<file path="src/rtl/rv_decode_queue_pkg.sv">
// rtl/rv_decode_queue_pkg.sv - shared RV32I opcodes, immediate formats and queue entry sizing
package rv_decode_queue_pkg;

  localparam logic [6:0] OPC_OP_IMM = 7'b0010011;
  localparam logic [6:0] OPC_LOAD   = 7'b0000011;
  localparam logic [6:0] OPC_JALR   = 7'b1100111;
  localparam logic [6:0] OPC_STORE  = 7'b0100011;
  localparam logic [6:0] OPC_BRANCH = 7'b1100011;
  localparam logic [6:0] OPC_LUI    = 7'b0110111;
  localparam logic [6:0] OPC_AUIPC  = 7'b0010111;
  localparam logic [6:0] OPC_JAL    = 7'b1101111;
  localparam logic [6:0] OPC_OP     = 7'b0110011;

  typedef enum logic [2:0] {
    FMT_NONE,
    FMT_R,
    FMT_I,
    FMT_S,
    FMT_B,
    FMT_U,
    FMT_J
  } imm_fmt_e;

  localparam int ENTRY_FLAGS = 6;

  // opcode + funct3 + funct7 + three register indices + imm + nextpc + flag bits
  function automatic int entry_width(int xlen, int raw);
    return 7 + 3 + 7 + 3 * raw + 2 * xlen + ENTRY_FLAGS;
  endfunction

endpackage

</file>
<file path="src/rtl/rv_decode_queue_if.sv">
// rtl/rv_decode_queue_if.sv - fetch-side and issue-side signals of the decode queue
interface rv_decode_queue_if #(
  parameter int XLEN  = 32,
  parameter int DEPTH = 4,
  parameter int RAW   = 5
);
  localparam int CW = $clog2(DEPTH) + 1;

  logic            if_id_valid;
  logic [31:0]     if_id_instruc;
  logic [XLEN-1:0] if_id_nextpc;
  logic            id_if_ready;
  logic            flush;
  logic            id_iss_valid;
  logic            id_iss_ready;
  logic [6:0]      id_iss_opcode;
  logic [2:0]      id_iss_funct3;
  logic [6:0]      id_iss_funct7;
  logic [RAW-1:0]  id_iss_addra;
  logic [RAW-1:0]  id_iss_addrb;
  logic [RAW-1:0]  id_iss_regdest;
  logic [XLEN-1:0] id_iss_imedext;
  logic [XLEN-1:0] id_iss_nextpc;
  logic            id_iss_check_a;
  logic            id_iss_check_b;
  logic            id_iss_writereg;
  logic            id_iss_readmem;
  logic            id_iss_writemem;
  logic            id_iss_illegal;
  logic [CW-1:0]   id_count;

  modport master (
    output if_id_valid, if_id_instruc, if_id_nextpc, flush, id_iss_ready,
    input  id_if_ready, id_iss_valid, id_iss_opcode, id_iss_funct3, id_iss_funct7,
           id_iss_addra, id_iss_addrb, id_iss_regdest, id_iss_imedext, id_iss_nextpc,
           id_iss_check_a, id_iss_check_b, id_iss_writereg, id_iss_readmem,
           id_iss_writemem, id_iss_illegal, id_count
  );

  modport slave (
    input  if_id_valid, if_id_instruc, if_id_nextpc, flush, id_iss_ready,
    output id_if_ready, id_iss_valid, id_iss_opcode, id_iss_funct3, id_iss_funct7,
           id_iss_addra, id_iss_addrb, id_iss_regdest, id_iss_imedext, id_iss_nextpc,
           id_iss_check_a, id_iss_check_b, id_iss_writereg, id_iss_readmem,
           id_iss_writemem, id_iss_illegal, id_count
  );
endinterface

</file>
<file path="src/rtl/rv_imm_gen.sv">
// rtl/rv_imm_gen.sv - RV32I immediate extraction and format classification
module rv_imm_gen
  import rv_decode_queue_pkg::*;
#(
  parameter int XLEN = 32
) (
  input  logic [31:0]     instr,
  output logic [XLEN-1:0] imm,
  output imm_fmt_e        fmt
);

  logic [31:0] imm32;

  always_comb begin
    fmt   = FMT_NONE;
    imm32 = '0;
    case (instr[6:0])
      OPC_OP_IMM, OPC_LOAD, OPC_JALR: begin
        fmt   = FMT_I;
        imm32 = {{20{instr[31]}}, instr[31:20]};
      end
      OPC_STORE: begin
        fmt   = FMT_S;
        imm32 = {{20{instr[31]}}, instr[31:25], instr[11:7]};
      end
      OPC_BRANCH: begin
        fmt   = FMT_B;
        imm32 = {{19{instr[31]}}, instr[31], instr[7], instr[30:25], instr[11:8], 1'b0};
      end
      OPC_LUI, OPC_AUIPC: begin
        fmt   = FMT_U;
        imm32 = {instr[31:12], 12'b0};
      end
      OPC_JAL: begin
        fmt   = FMT_J;
        imm32 = {{11{instr[31]}}, instr[31], instr[19:12], instr[20], instr[30:21], 1'b0};
      end
      OPC_OP: fmt = FMT_R;
      default: ;
    endcase
  end

  // wider datapaths keep the RV32 immediate sign-extended
  assign imm = XLEN'($signed(imm32));

endmodule

</file>
<file path="src/rtl/rv_decode_queue.sv">
// rtl/rv_decode_queue.sv - RV32I decode stage feeding an in-order micro-op FIFO
module rv_decode_queue
  import rv_decode_queue_pkg::*;
#(
  parameter int XLEN  = 32,
  parameter int DEPTH = 4,
  parameter int RAW   = 5
) (
  input  logic             clock,
  input  logic             reset,
  rv_decode_queue_if.slave bus
);

  localparam int PW = $clog2(DEPTH);
  localparam int CW = PW + 1;
  localparam int EW = entry_width(XLEN, RAW);

  typedef struct packed {
    logic [6:0]      opcode;
    logic [2:0]      funct3;
    logic [6:0]      funct7;
    logic [RAW-1:0]  addra;
    logic [RAW-1:0]  addrb;
    logic [RAW-1:0]  regdest;
    logic [XLEN-1:0] imedext;
    logic [XLEN-1:0] nextpc;
    logic            check_a;
    logic            check_b;
    logic            writereg;
    logic            readmem;
    logic            writemem;
    logic            illegal;
  } entry_t;

  logic [31:0]     instr;
  logic [6:0]      opcode;
  logic [XLEN-1:0] imm;
  imm_fmt_e        fmt;
  entry_t          entry_in;
  entry_t          head;

  logic [EW-1:0]   mem [DEPTH];
  logic [PW-1:0]   wr_ptr;
  logic [PW-1:0]   rd_ptr;
  logic [CW-1:0]   count;
  logic [CW-1:0]   count_nxt;
  logic            ready_q;
  logic            valid;
  logic            enq;
  logic            deq;

  assign instr  = bus.if_id_instruc;
  assign opcode = instr[6:0];

  rv_imm_gen #(.XLEN(XLEN)) u_imm_gen (
    .instr (instr),
    .imm   (imm),
    .fmt   (fmt)
  );

  always_comb begin
    entry_in          = '0;
    entry_in.opcode   = opcode;
    entry_in.funct3   = instr[14:12];
    entry_in.funct7   = instr[31:25];
    entry_in.addra    = RAW'(instr[19:15]);
    entry_in.addrb    = RAW'(instr[24:20]);
    entry_in.regdest  = RAW'(instr[11:7]);
    entry_in.imedext  = imm;
    entry_in.nextpc   = bus.if_id_nextpc;
    entry_in.illegal  = (fmt == FMT_NONE);
    entry_in.check_a  = !(entry_in.illegal || opcode == OPC_LUI ||
                          opcode == OPC_AUIPC || opcode == OPC_JAL);
    entry_in.check_b  = (opcode == OPC_OP) || (opcode == OPC_STORE) || (opcode == OPC_BRANCH);
    entry_in.writereg = ((opcode == OPC_OP) || (opcode == OPC_OP_IMM) || (opcode == OPC_LOAD) ||
                         (opcode == OPC_LUI) || (opcode == OPC_AUIPC) || (opcode == OPC_JAL) ||
                         (opcode == OPC_JALR)) && (instr[11:7] != 5'd0);
    entry_in.readmem  = (opcode == OPC_LOAD);
    entry_in.writemem = (opcode == OPC_STORE);
  end

  assign valid = (count != '0);
  // ready is registered, so a full queue never enqueues even while draining
  assign enq   = bus.if_id_valid && ready_q && !bus.flush;
  assign deq   = valid && bus.id_iss_ready && !bus.flush;

  always_comb begin
    count_nxt = count;
    case ({enq, deq})
      2'b10:   count_nxt = count + CW'(1);
      2'b01:   count_nxt = count - CW'(1);
      default: count_nxt = count;
    endcase
  end

  always_ff @(posedge clock or negedge reset) begin
    if (!reset) begin
      wr_ptr  <= '0;
      rd_ptr  <= '0;
      count   <= '0;
      ready_q <= 1'b1;
    end else if (bus.flush) begin
      wr_ptr  <= '0;
      rd_ptr  <= '0;
      count   <= '0;
      ready_q <= 1'b1;
    end else begin
      if (enq) wr_ptr <= wr_ptr + PW'(1);
      if (deq) rd_ptr <= rd_ptr + PW'(1);
      count   <= count_nxt;
      ready_q <= (count_nxt != CW'(DEPTH));
    end
  end

  always_ff @(posedge clock) begin
    if (enq) mem[wr_ptr] <= entry_in;
  end

  assign head = valid ? entry_t'(mem[rd_ptr]) : '0;

  assign bus.id_if_ready     = ready_q;
  assign bus.id_iss_valid    = valid;
  assign bus.id_count        = count;
  assign bus.id_iss_opcode   = head.opcode;
  assign bus.id_iss_funct3   = head.funct3;
  assign bus.id_iss_funct7   = head.funct7;
  assign bus.id_iss_addra    = head.addra;
  assign bus.id_iss_addrb    = head.addrb;
  assign bus.id_iss_regdest  = head.regdest;
  assign bus.id_iss_imedext  = head.imedext;
  assign bus.id_iss_nextpc   = head.nextpc;
  assign bus.id_iss_check_a  = head.check_a;
  assign bus.id_iss_check_b  = head.check_b;
  assign bus.id_iss_writereg = head.writereg;
  assign bus.id_iss_readmem  = head.readmem;
  assign bus.id_iss_writemem = head.writemem;
  assign bus.id_iss_illegal  = head.illegal;

endmodule

</file>
<file path="src/flat_wrapper.sv">
// flat-port wrapper written by rule: the top's interface ports become plain ports
module rv_decode_queue_flat import rv_decode_queue_pkg::*;
#(
  parameter int XLEN  = 32,
  parameter int DEPTH = 4,
  parameter int RAW   = 5
)
  (clock, reset, bus_if_id_valid, bus_if_id_instruc, bus_if_id_nextpc, bus_flush, bus_id_iss_ready, bus_id_if_ready, bus_id_iss_valid, bus_id_iss_opcode, bus_id_iss_funct3, bus_id_iss_funct7, bus_id_iss_addra, bus_id_iss_addrb, bus_id_iss_regdest, bus_id_iss_imedext, bus_id_iss_nextpc, bus_id_iss_check_a, bus_id_iss_check_b, bus_id_iss_writereg, bus_id_iss_readmem, bus_id_iss_writemem, bus_id_iss_illegal, bus_id_count);
  rv_decode_queue_if #(.XLEN(XLEN), .DEPTH(DEPTH), .RAW(RAW)) bus_i ();
  input  logic clock;
  input  logic reset;
  input wire logic [$bits(bus_i.if_id_valid)-1:0] bus_if_id_valid;
  input wire logic [$bits(bus_i.if_id_instruc)-1:0] bus_if_id_instruc;
  input wire logic [$bits(bus_i.if_id_nextpc)-1:0] bus_if_id_nextpc;
  input wire logic [$bits(bus_i.flush)-1:0] bus_flush;
  input wire logic [$bits(bus_i.id_iss_ready)-1:0] bus_id_iss_ready;
  output wire logic [$bits(bus_i.id_if_ready)-1:0] bus_id_if_ready;
  output wire logic [$bits(bus_i.id_iss_valid)-1:0] bus_id_iss_valid;
  output wire logic [$bits(bus_i.id_iss_opcode)-1:0] bus_id_iss_opcode;
  output wire logic [$bits(bus_i.id_iss_funct3)-1:0] bus_id_iss_funct3;
  output wire logic [$bits(bus_i.id_iss_funct7)-1:0] bus_id_iss_funct7;
  output wire logic [$bits(bus_i.id_iss_addra)-1:0] bus_id_iss_addra;
  output wire logic [$bits(bus_i.id_iss_addrb)-1:0] bus_id_iss_addrb;
  output wire logic [$bits(bus_i.id_iss_regdest)-1:0] bus_id_iss_regdest;
  output wire logic [$bits(bus_i.id_iss_imedext)-1:0] bus_id_iss_imedext;
  output wire logic [$bits(bus_i.id_iss_nextpc)-1:0] bus_id_iss_nextpc;
  output wire logic [$bits(bus_i.id_iss_check_a)-1:0] bus_id_iss_check_a;
  output wire logic [$bits(bus_i.id_iss_check_b)-1:0] bus_id_iss_check_b;
  output wire logic [$bits(bus_i.id_iss_writereg)-1:0] bus_id_iss_writereg;
  output wire logic [$bits(bus_i.id_iss_readmem)-1:0] bus_id_iss_readmem;
  output wire logic [$bits(bus_i.id_iss_writemem)-1:0] bus_id_iss_writemem;
  output wire logic [$bits(bus_i.id_iss_illegal)-1:0] bus_id_iss_illegal;
  output wire logic [$bits(bus_i.id_count)-1:0] bus_id_count;
  assign bus_i.if_id_valid = bus_if_id_valid;
  assign bus_i.if_id_instruc = bus_if_id_instruc;
  assign bus_i.if_id_nextpc = bus_if_id_nextpc;
  assign bus_i.flush = bus_flush;
  assign bus_i.id_iss_ready = bus_id_iss_ready;
  assign bus_id_if_ready = bus_i.id_if_ready;
  assign bus_id_iss_valid = bus_i.id_iss_valid;
  assign bus_id_iss_opcode = bus_i.id_iss_opcode;
  assign bus_id_iss_funct3 = bus_i.id_iss_funct3;
  assign bus_id_iss_funct7 = bus_i.id_iss_funct7;
  assign bus_id_iss_addra = bus_i.id_iss_addra;
  assign bus_id_iss_addrb = bus_i.id_iss_addrb;
  assign bus_id_iss_regdest = bus_i.id_iss_regdest;
  assign bus_id_iss_imedext = bus_i.id_iss_imedext;
  assign bus_id_iss_nextpc = bus_i.id_iss_nextpc;
  assign bus_id_iss_check_a = bus_i.id_iss_check_a;
  assign bus_id_iss_check_b = bus_i.id_iss_check_b;
  assign bus_id_iss_writereg = bus_i.id_iss_writereg;
  assign bus_id_iss_readmem = bus_i.id_iss_readmem;
  assign bus_id_iss_writemem = bus_i.id_iss_writemem;
  assign bus_id_iss_illegal = bus_i.id_iss_illegal;
  assign bus_id_count = bus_i.id_count;
  rv_decode_queue #(.XLEN(XLEN), .DEPTH(DEPTH), .RAW(RAW)) u_core (.clock(clock), .reset(reset), .bus(bus_i));
endmodule
</file>
<file path="config.mk">
export PLATFORM = sky130hd
export DESIGN_NAME = rv_decode_queue_flat
export DESIGN_NICKNAME = d
export VERILOG_FILES = /design/src/rtl/rv_decode_queue_pkg.sv /design/src/rtl/rv_decode_queue_if.sv /design/src/rtl/rv_imm_gen.sv /design/src/rtl/rv_decode_queue.sv /design/src/flat_wrapper.sv
export SDC_FILE = /design/constraint.sdc
export NUM_CORES = 1
export LEC_CHECK = 0
export ABC_AREA = 1
export ABC_CLOCK_PERIOD_IN_PS = 7500
export CORE_UTILIZATION = 55
export DETAILED_ROUTE_END_ITERATION = 6
export GPL_ROUTABILITY_DRIVEN = 0
export PLACE_DENSITY = 0.78
export SYNTH_ARGS = -nofsm -noshare
export SYNTH_HDL_FRONTEND = slang
export SYNTH_HIERARCHICAL = 1
export SYNTH_SLANG_ARGS = --single-unit
</file>
<file path="constraint.sdc">
create_clock -name clock -period 7.5 [get_ports clock]
set_clock_uncertainty 0.2 [all_clocks]
set_input_delay 1.875 -clock clock [delete_from_list [all_inputs] [get_ports clock]]
set_output_delay 1.875 -clock clock [all_outputs]
set_load 0.03 [all_outputs]
</file>
==> reports/results.ini <==
[logic_synthesis]
yosys_warnings=6
synth_area_per_cell_um2=11.8
syn_area_um2=17200
syn-num-nets=1533
synth_edf_count=408
synth_most_common_cell=nor2_1
netlist_instances=1458
synth_cell_types=29
yosysSeqAreaShare_pct=72.5
netlist_top_cells_area=edfxtp_1 71%, nor2_1 9.7%, o21ai_0 3.4%
async_flop_share_pct=1.92
yosys.area.top_type=edfxtp_1
ys.flop_type=edfxtp_1
ys_seq_elements=416
yosysTopAreaCellShare_pct=71.4
synth_commonest_cells=444 x nor2_1, 408 x edfxtp_1, 117 x o21ai_0, 103 x a21oi_1, 92 x o21ai_1

[layout]
post_route_cells_drive_above_1_share_pct=6.07
area_delta_synth_final_pct=18.8
stdcell_area_um2=20400
n_antenna_cell=0
final_net_count=1676
n_fill_cell=2190

[sta]
maxSlewViolCount=0
finalSetupViolations=0
setup-tns-final_ns=0
rsz0062_at_grt=false
hold_viol_final=0
max_freq_mhz=177
post-route-period-util_pct=75.2
finalWorstSetupSlack_ns=1.86
max-slew-margin-rel_pct=20.1
fin_crit_ns=5.64
tightestPinTransition_ns=1.20

[worst_hold_path]
min_delay_path_depth=2
min_path_type=flip-flop to flip-flop

[critical_path]
crit_type=flip-flop to output port
crit_end=bus_id_iss_nextpc[10]
rr_startpoint=u_core/bus.id_if_ready
cp-end-kind=output port
crit_path_start=u_core/bus.id_count[0]
cp_max_fo=61
reg2reg_to=u_core/mem[0][68]
reg2reg_depth=3
arrival_ns=3.56
worstPathRequired_ns=5.43
cp-start-kind=flip-flop
rrSetupSlack_ns=4.60

[clocking]
cts_buffers=41
clock_sinks=416
cts_tree=done
hold_buffers=0
cts_resized=0
root_buffer=clkbuf_16
cts_max_path_buffers=3
clk_pin_slew_ns=0.06
htreeDepth=2
post_cts_buffers=0
clk_latency_ns=0.53

[drt]
post_drt_wl_per_cell_um=19.3
viasPerCell=5.71
drtIter0Drc=1218
num_vias=11600
drt-total-wl_um=39100
first_pass_iters=7
drc=1
ant_nets=0

[run]
max-cap-violations=0

[power]
max-vdd-ir-drop_v=0.000158
p_leak_nw=7.30
totalPowerFinal_w=0.00525
powerDensity_nw_per_um2=258

[global_route]
grt_pass1_wl_um=59600
grt_antenna_before_repair=0
grt_pass1_vias=10800
grt_use_total_pct=24.6
grt_overflow=0
grt_max_degree=207

[run_status]
status=finished with violations
violations=design-rule violations

[floorplanning]
fp.dieArea_um2=31900
rows=64
die_x_um=179
coreArea_um2=30700
die_h_um=179
io_pins=176
initial_core_util_pct=56.0

[placement]
place_ws_ns=2.39
port_buffers=175
hpwlAfterDp_um=22500
dpl_cell_area_um2=19100

sequential cells by signal (all words and copies together), names as in the netlist:
signal,flops
u_core/bus.id_count,3
u_core/bus.id_if_ready,1
u_core/mem,408
u_core/rd_ptr,2
u_core/wr_ptr,2
metrics by stage:
stage,hold WS (ns),instances,util [%]
4_1_cts,0.374,2027,66.5
3_3_place_gp,0.353,1954,62.4
3_5_place_dp,0.366,1954,62.4
6_report,0.378,2027,66.5
2_1_floorplan,0.316,1458,-
5_1_grt,0.402,2027,66.5
placed cells by master, fill, tap and decap left out, types with 2 or more instances in the layout:
master           instances
clkdlybuf4s50_1        175
buf_12                   5
nand3_2                 11
bufinv_16                3
nand2_4                  2
nand2_2                  5
nor2_4                   6
dfrtp_1                  5
inv_1                   36
clkbuf_16               42
o21ai_0                117
nand3_1                 47
nor2_1                 440
nand4_1                  3
nor3_1                   2
clkinv_2                10
clkinv_1                 6
nor2_2                   2
dfrtp_4                  2
ha_1                     5
a21oi_1                103
nand2_1                 77
edfxtp_1               408
o21ai_1                 92
clkbuf_1                13
buf_4                    7
power by group:
group | leakage (nW) | switching (W) | internal (W)
Clock | 0.623 | 0.000812 | 0.00113
Sequential | 4.02 | 0.0000147 | 0.00261
Combinational | 2.66 | 0.000461 | 0.000225
worst max-delay path, stage by stage, from the launching register on:
cell and delay, ns:
dfrtp_1 0.36, inv_1 0.09, nand3_1 0.15, clkinv_2 0.83, buf_4 0.62, a21oi_1 0.24
clkdlybuf4s50_1 0.71
cell type report:
| class | count | area [um2] | share of cell area (%) |
|---|---|---|---|
| Tap cell | 396 | 495 | 2.43 |
| Sequential cell | 416 | 12500 | 61.1 |
| Clock buffer | 55 | 1100 | 5.39 |
| Timing Repair Buffer | 187 | 1900 | 9.34 |
| Multi-Input combinational cell | 915 | 4110 | 20.1 |
| Inverter | 40 | 158 | 0.773 |
| Clock inverter | 18 | 169 | 0.828 |
routing by layer:
layer  share of wire (%)  global-route usage [%]
met5                   0                       0
met4                 2.5                    7.98
met3                 7.8                    4.01
met2                  48                    38.8
met1                  42                    35.4
cells by family after synthesis:
logic type | after synthesis | synth area share [%]
AOI/OAI and AO/OA | 312 | 9.10
xor gates and xnor gates | 1 | 0.0510
adders and majority gates | 6 | 0.481
buffers and inverters | 127 | 3.71
DFF | 416 | 72.5
and+or+nand+nor | 596 | 14.1
how the worst min path moves through the flow:
stage / slack, ns / start / endpoint
floorplan: 0.32 / u_core/wr_ptr[0] / u_core/wr_ptr[0]
global placement: 0.35 / u_core/wr_ptr[0] / u_core/wr_ptr[0]
detailed placement: 0.37 / u_core/bus.id_count[0] / u_core/bus.id_count[0]
CTS: 0.37 / u_core/bus.id_count[0] / u_core/bus.id_count[0]
global route: 0.40 / u_core/wr_ptr[0] / u_core/wr_ptr[0]
finish: 0.38 / u_core/bus.id_count[0] / u_core/bus.id_count[0]
(Power assumes the default switching activity.)
